### config.mk
export PLATFORM = sky130hd
export DESIGN_NAME = tmcu_gpio_ctrl_flat
export DESIGN_NICKNAME = d
export VERILOG_FILES = /design/src/rtl/tmcu_gpio_ctrl_if.sv /design/src/rtl/tmcu_gpio_ctrl.sv /design/src/flat_wrapper.sv
export SDC_FILE = /design/constraint.sdc
export NUM_CORES = 1
export LEC_CHECK = 0
export CAP_MARGIN = 20
export CORE_MARGIN = 2
export CORE_UTILIZATION = 40
export DETAILED_ROUTE_END_ITERATION = 6
export SLEW_MARGIN = 20
export SYNTH_ARGS = -nofsm -noshare
export SYNTH_HDL_FRONTEND = slang
export SYNTH_SLANG_ARGS = --single-unit
### constraint.sdc
create_clock -name clk -period 2.8 [get_ports clk]
set_input_delay 0.56 -clock clk [delete_from_list [all_inputs] [get_ports clk]]
set_output_delay 0.56 -clock clk [all_outputs]
set_load 0.01 [all_outputs]
### src/rtl/tmcu_gpio_ctrl_if.sv
// tmcu_gpio_ctrl_if: single-outstanding request/response bus between a master and the GPIO block
interface tmcu_gpio_ctrl_if;
   logic        req_valid;
   logic        req_ready;
   logic        req_write;
   logic [4:0]  req_addr;
   logic [31:0] req_wdata;
   logic        resp_valid;
   logic        resp_ready;
   logic [31:0] resp_rdata;
   logic        resp_err;
   modport master (output req_valid, req_write, req_addr, req_wdata, resp_ready,
                   input  req_ready, resp_valid, resp_rdata, resp_err);
   modport slave  (input  req_valid, req_write, req_addr, req_wdata, resp_ready,
                   output req_ready, resp_valid, resp_rdata, resp_err);
endinterface

### src/rtl/tmcu_gpio_ctrl.sv
// tmcu_gpio_ctrl: 32-pin GPIO with register bus, synchronized inputs and edge interrupts
// Define TMCU_GPIO_DEBOUNCE_EN to add per-pin debounce counters ahead of DATA_IN.
module tmcu_gpio_ctrl #(
   parameter int DEBOUNCE_CYCLES = 4
) (
   input  logic              clk,
   input  logic              rst,
   tmcu_gpio_ctrl_if.slave   bus,
   output logic [31:0]       o_gpio_write,
   output logic [31:0]       o_gpio_dir,
   input  logic [31:0]       i_gpio_read,
   output logic              o_irq
);
   typedef enum logic {IDLE, RESP} state_t;
   state_t      r_state;
   logic [31:0] r_data_out, r_dir, r_irq_en, r_irq_type, r_irq_status;
   logic [31:0] r_sync1, r_sync2, r_data_in, r_data_in_d, r_resp_rdata;
   logic        r_irq;
   logic        w_acc, w_we, w_unused;
   logic [2:0]  w_sel;
   logic [31:0] w_wd, w_set, w_clr, w_status_next, w_en_next, w_rdata;
   always_comb begin
      w_acc         = bus.req_valid && r_state == IDLE;
      w_we          = w_acc && bus.req_write;
      w_sel         = bus.req_addr[4:2];
      w_wd          = bus.req_wdata;
      w_set         = (r_data_in & ~r_data_in_d & r_irq_type) | (~r_data_in & r_data_in_d & ~r_irq_type);
      w_clr         = (w_we && w_sel == 3'd5) ? w_wd : '0;
      // a new edge outranks a simultaneous clear
      w_status_next = (r_irq_status & ~w_clr) | w_set;
      w_en_next     = (w_we && w_sel == 3'd3) ? w_wd : r_irq_en;
      w_rdata       = bus.req_write  ? '0 :
                      w_sel == 3'd1  ? r_dir :
                      w_sel == 3'd2  ? r_data_in :
                      w_sel == 3'd3  ? r_irq_en :
                      w_sel == 3'd4  ? r_irq_type :
                      w_sel == 3'd5  ? r_irq_status : r_data_out;
   end
   always_ff @(posedge clk) begin
      if (rst) begin
         r_state      <= IDLE;
         r_data_out   <= '0;
         r_dir        <= '1;
         r_irq_en     <= '0;
         r_irq_type   <= '1;
         r_irq_status <= '0;
         r_irq        <= 1'b0;
         r_resp_rdata <= '0;
         r_sync1      <= '0;
         r_sync2      <= '0;
         r_data_in_d  <= '0;
      end else begin
         r_state      <= w_acc ? RESP : (r_state == RESP && bus.resp_ready) ? IDLE : r_state;
         r_resp_rdata <= w_acc ? w_rdata : r_resp_rdata;
         r_data_out   <= !w_we        ? r_data_out :
                         w_sel == 3'd0 ? w_wd :
                         w_sel == 3'd6 ? r_data_out | w_wd :
                         w_sel == 3'd7 ? r_data_out & ~w_wd : r_data_out;
         r_dir        <= (w_we && w_sel == 3'd1) ? w_wd : r_dir;
         r_irq_type   <= (w_we && w_sel == 3'd4) ? w_wd : r_irq_type;
         r_irq_en     <= w_en_next;
         r_irq_status <= w_status_next;
         r_irq        <= |(w_status_next & w_en_next);
         r_sync1      <= i_gpio_read;
         r_sync2      <= r_sync1;
         r_data_in_d  <= r_data_in;
      end
   end
`ifdef TMCU_GPIO_DEBOUNCE_EN
   logic [7:0] r_cnt [32];
   // counter tracks consecutive cycles the synchronized pin differs from DATA_IN
   always_ff @(posedge clk) begin
      for (int i = 0; i < 32; i++) begin
         if (rst) begin
            r_cnt[i]     <= '0;
            r_data_in[i] <= 1'b0;
         end else if (r_sync2[i] == r_data_in[i]) begin
            r_cnt[i]     <= '0;
         end else if (r_cnt[i] == 8'(DEBOUNCE_CYCLES)) begin
            r_cnt[i]     <= '0;
            r_data_in[i] <= r_sync2[i];
         end else begin
            r_cnt[i]     <= r_cnt[i] + 8'd1;
         end
      end
   end
`else
   always_ff @(posedge clk) r_data_in <= rst ? '0 : r_sync2;
`endif
   assign w_unused       = ^{bus.req_addr[1:0], DEBOUNCE_CYCLES[0]};
   assign bus.req_ready  = r_state == IDLE;
   assign bus.resp_valid = r_state == RESP;
   assign bus.resp_rdata = r_resp_rdata;
   assign bus.resp_err   = 1'b0;
   assign o_gpio_write   = r_data_out;
   assign o_gpio_dir     = r_dir;
   assign o_irq          = r_irq;
endmodule
### src/flat_wrapper.sv
// flat-port wrapper written by rule: the top's interface ports become plain ports
module tmcu_gpio_ctrl_flat 
#(
   parameter int DEBOUNCE_CYCLES = 4
)
  (clk, rst, o_gpio_write, o_gpio_dir, i_gpio_read, o_irq, bus_req_valid, bus_req_write, bus_req_addr, bus_req_wdata, bus_resp_ready, bus_req_ready, bus_resp_valid, bus_resp_rdata, bus_resp_err);
  tmcu_gpio_ctrl_if bus_i ();
  input  logic clk;
  input  logic rst;
  output logic [31:0] o_gpio_write;
  output logic [31:0] o_gpio_dir;
  input  logic [31:0] i_gpio_read;
  output logic o_irq;
  input wire logic [$bits(bus_i.req_valid)-1:0] bus_req_valid;
  input wire logic [$bits(bus_i.req_write)-1:0] bus_req_write;
  input wire logic [$bits(bus_i.req_addr)-1:0] bus_req_addr;
  input wire logic [$bits(bus_i.req_wdata)-1:0] bus_req_wdata;
  input wire logic [$bits(bus_i.resp_ready)-1:0] bus_resp_ready;
  output wire logic [$bits(bus_i.req_ready)-1:0] bus_req_ready;
  output wire logic [$bits(bus_i.resp_valid)-1:0] bus_resp_valid;
  output wire logic [$bits(bus_i.resp_rdata)-1:0] bus_resp_rdata;
  output wire logic [$bits(bus_i.resp_err)-1:0] bus_resp_err;
  assign bus_i.req_valid = bus_req_valid;
  assign bus_i.req_write = bus_req_write;
  assign bus_i.req_addr = bus_req_addr;
  assign bus_i.req_wdata = bus_req_wdata;
  assign bus_i.resp_ready = bus_resp_ready;
  assign bus_req_ready = bus_i.req_ready;
  assign bus_resp_valid = bus_i.resp_valid;
  assign bus_resp_rdata = bus_i.resp_rdata;
  assign bus_resp_err = bus_i.resp_err;
  tmcu_gpio_ctrl #(.DEBOUNCE_CYCLES(DEBOUNCE_CYCLES)) u_core (.clk(clk), .rst(rst), .bus(bus_i), .o_gpio_write(o_gpio_write), .o_gpio_dir(o_gpio_dir), .i_gpio_read(i_gpio_read), .o_irq(o_irq));
endmodule
# Yosys cells after proc, flatten, opt, wreduce, memory -nomap -nowiden
# Index checks and enable logic that the tools add are counted.
[totals] regBits=322 in_bits=74 output_inout_bits=100
[classes] eq_ne=7 mux=13 bitwise_logic=16 n_reduce_logical=12
[ops] operator="32-bit two-way mux" n=11
[ops] operator="32-bit AND" n=7
[ops] operator="32-bit inverter" n=5
[ops] operator="32-bit bitwise OR" n=3
[ops] operator="32-bit OR reduction" n=1
[ops] operator="3-bit == test, second input constant" n=4
[ops] operator="1-bit logical AND" n=7
[ops] operator="3-bit by 2-bit == test with 1-bit output, second input constant" n=2
[ops] operator="3-bit by 1-bit == test with 1-bit output, second input constant" n=1
[ops] operator="3-bit zero test" n=1
[ops] operator="3-bit nonzero test" n=1
[ops] operator="1-bit two-way mux" n=2
[ops] operator="2-bit AND reduction" n=1
[ops] operator="2-bit nonzero test" n=1
[ops] operator="1-bit inverter" n=1

# Depth between registers and ports, before layout
# Gate-level depths: netlist of the first run.
[depth] word_depth=10 ltp_mapped=9 mapped_depth_nobuf=6

# Worst setup path before layout of the first run
# No wires, ideal clock.
[synth_timing] kind="input port to flip-flop" from="in bus_req_write" to="reg u_core.r_irq (netlist: u_core.o_irq)" setup_ns=0.136 arrival_ns=2.221 setup_slack_ns=0.443 path_stages=8 path_cell_list="buf_2 nand3b_2 or3_1 buf_2 a211o_1 a2111oi_2 o2111a_1 a41oi_1"
[synth_via] elab_chain_len=8
[synth_rtl] element="from (decl)" line_no="flat_wrapper.sv:15" source="input wire logic [$bits(bus_i.req_write)-1:0] bus_req_write;"
[synth_rtl] element="1-bit logical AND (*)" line_no="tmcu_gpio_ctrl.sv:24" source="w_we = w_acc && bus.req_write;"
[synth_rtl] element="1-bit logical AND" line_no="tmcu_gpio_ctrl.sv:28" source="w_clr = (w_we && w_sel == 3'd5) ? w_wd : '0;"
[synth_rtl] element="32-bit two-way mux" line_no="tmcu_gpio_ctrl.sv:28"
[synth_rtl] element="32-bit inverter" line_no="tmcu_gpio_ctrl.sv:30" source="w_status_next = (r_irq_status & ~w_clr) | w_set;"
[synth_rtl] element="32-bit AND" line_no="tmcu_gpio_ctrl.sv:30"
[synth_rtl] element="32-bit bitwise OR" line_no="tmcu_gpio_ctrl.sv:30"
[synth_rtl] element="32-bit AND (*)" line_no="tmcu_gpio_ctrl.sv:63" source="r_irq <= |(w_status_next & w_en_next);"
[synth_rtl] element="32-bit OR reduction (*)" line_no="tmcu_gpio_ctrl.sv:63"
[synth_rtl] element="to (signal assigned)" line_no="tmcu_gpio_ctrl.sv:63"
[synth_rtl] element="to (decl)" line_no="tmcu_gpio_ctrl.sv:18" source="logic r_irq;"
# Mark *: on every way between the ends. The rest lies on a longest branch, timed or not.
# A chain may end at the register's enable or synchronous reset.

# Final worst setup path of the first run
[layout_timing] from="in bus_req_valid" to="reg u_core.r_irq (netlist: u_core.o_irq)"
[layout_via] elab_chain_len=9
[layout_rtl] element="from (decl)" line_no="flat_wrapper.sv:14" source="input wire logic [$bits(bus_i.req_valid)-1:0] bus_req_valid;"
[layout_rtl] element="1-bit logical AND (*)" line_no="tmcu_gpio_ctrl.sv:23" source="w_acc = bus.req_valid && r_state == IDLE;"
[layout_rtl] element="1-bit logical AND (*)" line_no="tmcu_gpio_ctrl.sv:24"
[layout_rtl] element="1-bit logical AND" line_no="tmcu_gpio_ctrl.sv:28"
[layout_rtl] element="32-bit two-way mux" line_no="tmcu_gpio_ctrl.sv:28"
[layout_rtl] element="32-bit inverter" line_no="tmcu_gpio_ctrl.sv:30"
[layout_rtl] element="32-bit AND" line_no="tmcu_gpio_ctrl.sv:30"
[layout_rtl] element="32-bit bitwise OR" line_no="tmcu_gpio_ctrl.sv:30"
[layout_rtl] element="32-bit AND (*)" line_no="tmcu_gpio_ctrl.sv:63"
[layout_rtl] element="32-bit OR reduction (*)" line_no="tmcu_gpio_ctrl.sv:63"
# Marks and branches as above.

==> impl_metrics.json, run 1 <==
{
  "area_delta_synth_final_pct": 29.3,
  "io_buffers": 170,
  "hold_class": "primary input to register",
  "overflow": 0,
  "synth_compound_area_frac": 0.164,
  "die_h_um": 183,
  "synth_edf_count": 0,
  "clock_latency_ns": 0.51,
  "ctsResizeCount": 0,
  "start_kind": "primary input",
  "syn_nets": 1531,
  "cts_buffer_depth": 3,
  "synthesis.area_um2": 12900,
  "final-setup-viol-count": 0,
  "rsz0062_at_grt": "false",
  "synthSimpleGateAreaFrac": 0.231,
  "end_kind": "register",
  "pwr-share-comb": 0.090,
  "power.density_nw_per_um2": 648,
  "cp_max_fo": 14,
  "viasPerCell": 5.39,
  "criticalPathCategory": "primary input to register",
  "async_flop_share": 0,
  "cts_hold_buf": 0,
  "multi_input_comb_area_um2": 5990,
  "syn_area_per_cell_um2": 8.83,
  "peakVddDrop_mv": 0.429,
  "power_frac_seq": 0.446,
  "initial_core_util": 0.407,
  "cp_top_family": "buffers and inverters",
  "dp.cells": 1999,
  "synthCells": 1457,
  "p_clk_frac": 0.463,
  "antenna_found_initial": 1,
  "post_cts_buffers": 0,
  "fin_util": 0.526,
  "critPathArrivalTime_ns": 2.90,
  "timing.hold.ws_ns": 0.385,
  "grt_usage": 0.238,
  "gp_congestion": 0.873,
  "synth_xor_area_frac": 0,
  "worst_path_max_delay_cell": "clkdlybuf4s50_1",
  "max_clock_freq_mhz": 395,
  "io_pins": 174,
  "period_needed_ns": 2.53,
  "drive_gt1_frac": 0.0995,
  "numCtsBuffers": 37,
  "fp.dieW_um": 183,
  "regArea_um2": 6450,
  "grt_max_degree": 117,
  "max_cap_viol_count": 0,
  "fin_tns_setup_ns": 0,
  "worst-path-buf-inv": 3,
  "fin_cells": 2062,
  "wl_per_cell_um": 19.7,
  "yosysSeqAreaShare": 0.501,
  "synth_fa_ha_area_frac": 0,
  "synth-seq-cells": 322,
  "grt_pass1_wl_um": 61900,
  "drtIter0Drc": 999,
  "fin_crit_sh": 0.903,
  "grt_pass1_vias": 10500,
  "vias": 11100,
  "fin_ws_ns": 0.271,
  "clock_skew_ns": 0.00719,
  "nets": 1710,
  "cpMostUsedCell": "buf_4",
  "clk_pin_slew_ns": 0.06,
  "yosys_warnings": 0,
  "drc": 0,
  "hpwl_um": 26100,
  "cts_max_level": 2,
  "critical_path.max_stage_delay_ns": 0.58,
  "dp_worst_setup_slack_ns": -0.210,
  "hold_viol": 0,
  "intPower_w": 0.00830,
  "drtAntennaViolNets": 0,
  "outcome": "completed",
  "p_leak_nw": 6.53,
  "cts.root.buffer_cell": "clkbuf_16",
  "numClockSinks": 322,
  "fillers": 2909,
  "synth.area.mux_share": 0.0680,
  "drt_wl_total_um": 40600,
  "switching_share": 0.230,
  "cts_tree": "done",
  "die_area_um2": 33600,
  "crit_chain": "clkdlybuf4s50_1 > nand3b_2 > buf_4 > nor3_1 > buf_4 > a21boi_0 > o21bai_1 > o2111a_1 > a41oi_1",
  "worst_pin_slew_ns": 0.624,
  "power_switching_w": 0.00248,
  "synth_top_family_by_area": "simple AND/OR/NAND/NOR gates",
  "dr.pass1.iters": 7,
  "slew_violations": 0,
  "rows": 65,
  "ys_types": 42,
  "cp.required_ns": 3.17,
  "slew_headroom": 0.584,
  "synthFlopType": "dfxtp_1",
  "core_area_um2": 31600
}
## cell families (layout without fill, tap and decap cells)
kind of cell    count (synthesis)  in the layout
compound gates                338            338
flops                         322            322
other cells                     1              2
mux                            87             87
simple gates                  590            590
buf+inv                       119            321
## synthesized netlist by cell type, types with 2 or more instances
cell | number | area, um^2
a2bb2oi_1 | 4 | 35.0
and3b_1 | 5 | 43.8
nor2_1 | 100 | 375
a21oi_1 | 101 | 505
a211o_1 | 34 | 298
o221ai_1 | 15 | 131
a21boi_0 | 3 | 22.5
o21bai_1 | 3 | 22.5
clkbuf_1 | 86 | 323
o31ai_1 | 5 | 37.5
buf_1 | 4 | 15.0
nand2b_1 | 9 | 56.3
nand2_1 | 239 | 897
mux2i_1 | 84 | 841
o22ai_1 | 11 | 68.8
a2111oi_2 | 3 | 45.0
a22oi_1 | 37 | 278
nand3_1 | 9 | 45.0
o22a_1 | 3 | 26.3
dfxtp_1 | 322 | 6450
nor4_1 | 2 | 12.5
o21ai_0 | 110 | 551
or3b_2 | 14 | 123
o2111a_1 | 3 | 33.8
buf_2 | 12 | 60.1
o31a_1 | 4 | 35.0
nor3_1 | 3 | 15.0
inv_1 | 15 | 56.3
mux2_2 | 3 | 33.8
nor2b_1 | 139 | 870
nand3b_1 | 64 | 480
## worst paths after layout
kind | start | end | slack (ns) | cells past startpoint
hold reg to reg | u_core.r_sync2[10] | u_core.r_data_in[10] | 0.43 | 1
setup reg to reg | u_core.bus.resp_valid | u_core.o_irq | 0.37 | 8
setup / recovery | bus_req_valid | u_core.o_irq | 0.27 | 9
hold / removal | rst | u_core.r_sync1[8] | 0.38 | 2
## power groups by stage
stage / clock network, W / logic (W) / registers (W)
floorplan: 0 / 0.000490 / 0.00490
global placement: 0 / 0.000960 / 0.00491
detailed placement: 0 / 0.000966 / 0.00491
CTS: 0.00509 / 0.000970 / 0.00481
global route: 0.00527 / 0.00105 / 0.00482
finish: 0.00499 / 0.000975 / 0.00481
## per-layer routing
layer / up-vias / GRT usage / share of wire
li1: 5357 / - / -
met1: 5250 / 0.329 / 0.45
met2: 446 / 0.379 / 0.45
met3: 57 / 0.0481 / 0.076
met4: 0 / 0.0672 / 0.020
met5: - / 0 / 0
## registers in the layout, indices dropped and copies added, names as in the netlist, named ones only
name                   cells
u_core.bus.resp_valid      1
u_core.o_gpio_dir         32
u_core.r_irq_en           32
u_core.r_data_in          32
u_core.r_sync1            32
u_core.r_irq_status       32
u_core.r_data_in_d        32
u_core.r_irq_type         32
u_core.r_sync2            32
u_core.o_irq               1
u_core.bus.resp_rdata     32
## final cells by class
type / instances / area share
timing repair buffer: 243 / 0.143
antenna: 1 / 0.000150
clock inverter: 10 / 0.0107
clock buffer: 52 / 0.0651
sequential: 322 / 0.387
multi-input combinational: 1016 / 0.360
inverter: 16 / 0.00361
tap: 402 / 0.0302
## stage by stage
step	total power (W)	cell area, um^2
2_1_floorplan	0.00539	12900
3_3_place_gp	0.00587	15400
3_5_place_dp	0.00587	15400
4_1_cts	0.0109	16600
5_1_grt	0.0112	16600
6_report	0.0108	16600
## placed cells by master (no fill, tap or decap), types with 9 or more instances in the layout
cell and n:
a211o_1 34, a21oi_1 100, a22oi_1 37, buf_12 10, buf_4 64, clkbuf_16 37, clkbuf_8 10, clkdlybuf4s50_1 167
dfxtp_1 322, inv_1 15, mux2i_1 84, nand2_1 238, nand2b_1 9, nand3_1 9, nand3b_1 64, nor2_1 96
nor2b_1 139, o21ai_0 110, o221ai_1 15, o22ai_1 11, or3b_2 14
## worst register-to-register path, stage by stage (launching register included)
cell and delay [ns]:
dfxtp_1 0.39, nand3b_2 0.25, buf_4 0.22, nor3_1 0.37, buf_4 0.24, a21boi_0 0.12, o21bai_1 0.33, o2111a_1 0.28
a41oi_1 0.10
No activity file was read; power rests on OpenSTA's default activity.
==> run 2, diff against run 1 <==
--- a/config.mk
+++ b/config.mk
@@ -8,6 +8,7 @@
 export CAP_MARGIN = 20
 export CORE_MARGIN = 2
 export CORE_UTILIZATION = 40
+export CTS_CLUSTER_SIZE = 20
 export DETAILED_ROUTE_END_ITERATION = 6
 export SLEW_MARGIN = 20
 export SYNTH_ARGS = -nofsm -noshare
==> results of run 2 <==
No change in the layout: final DEF, timing and power equal those of run 1.
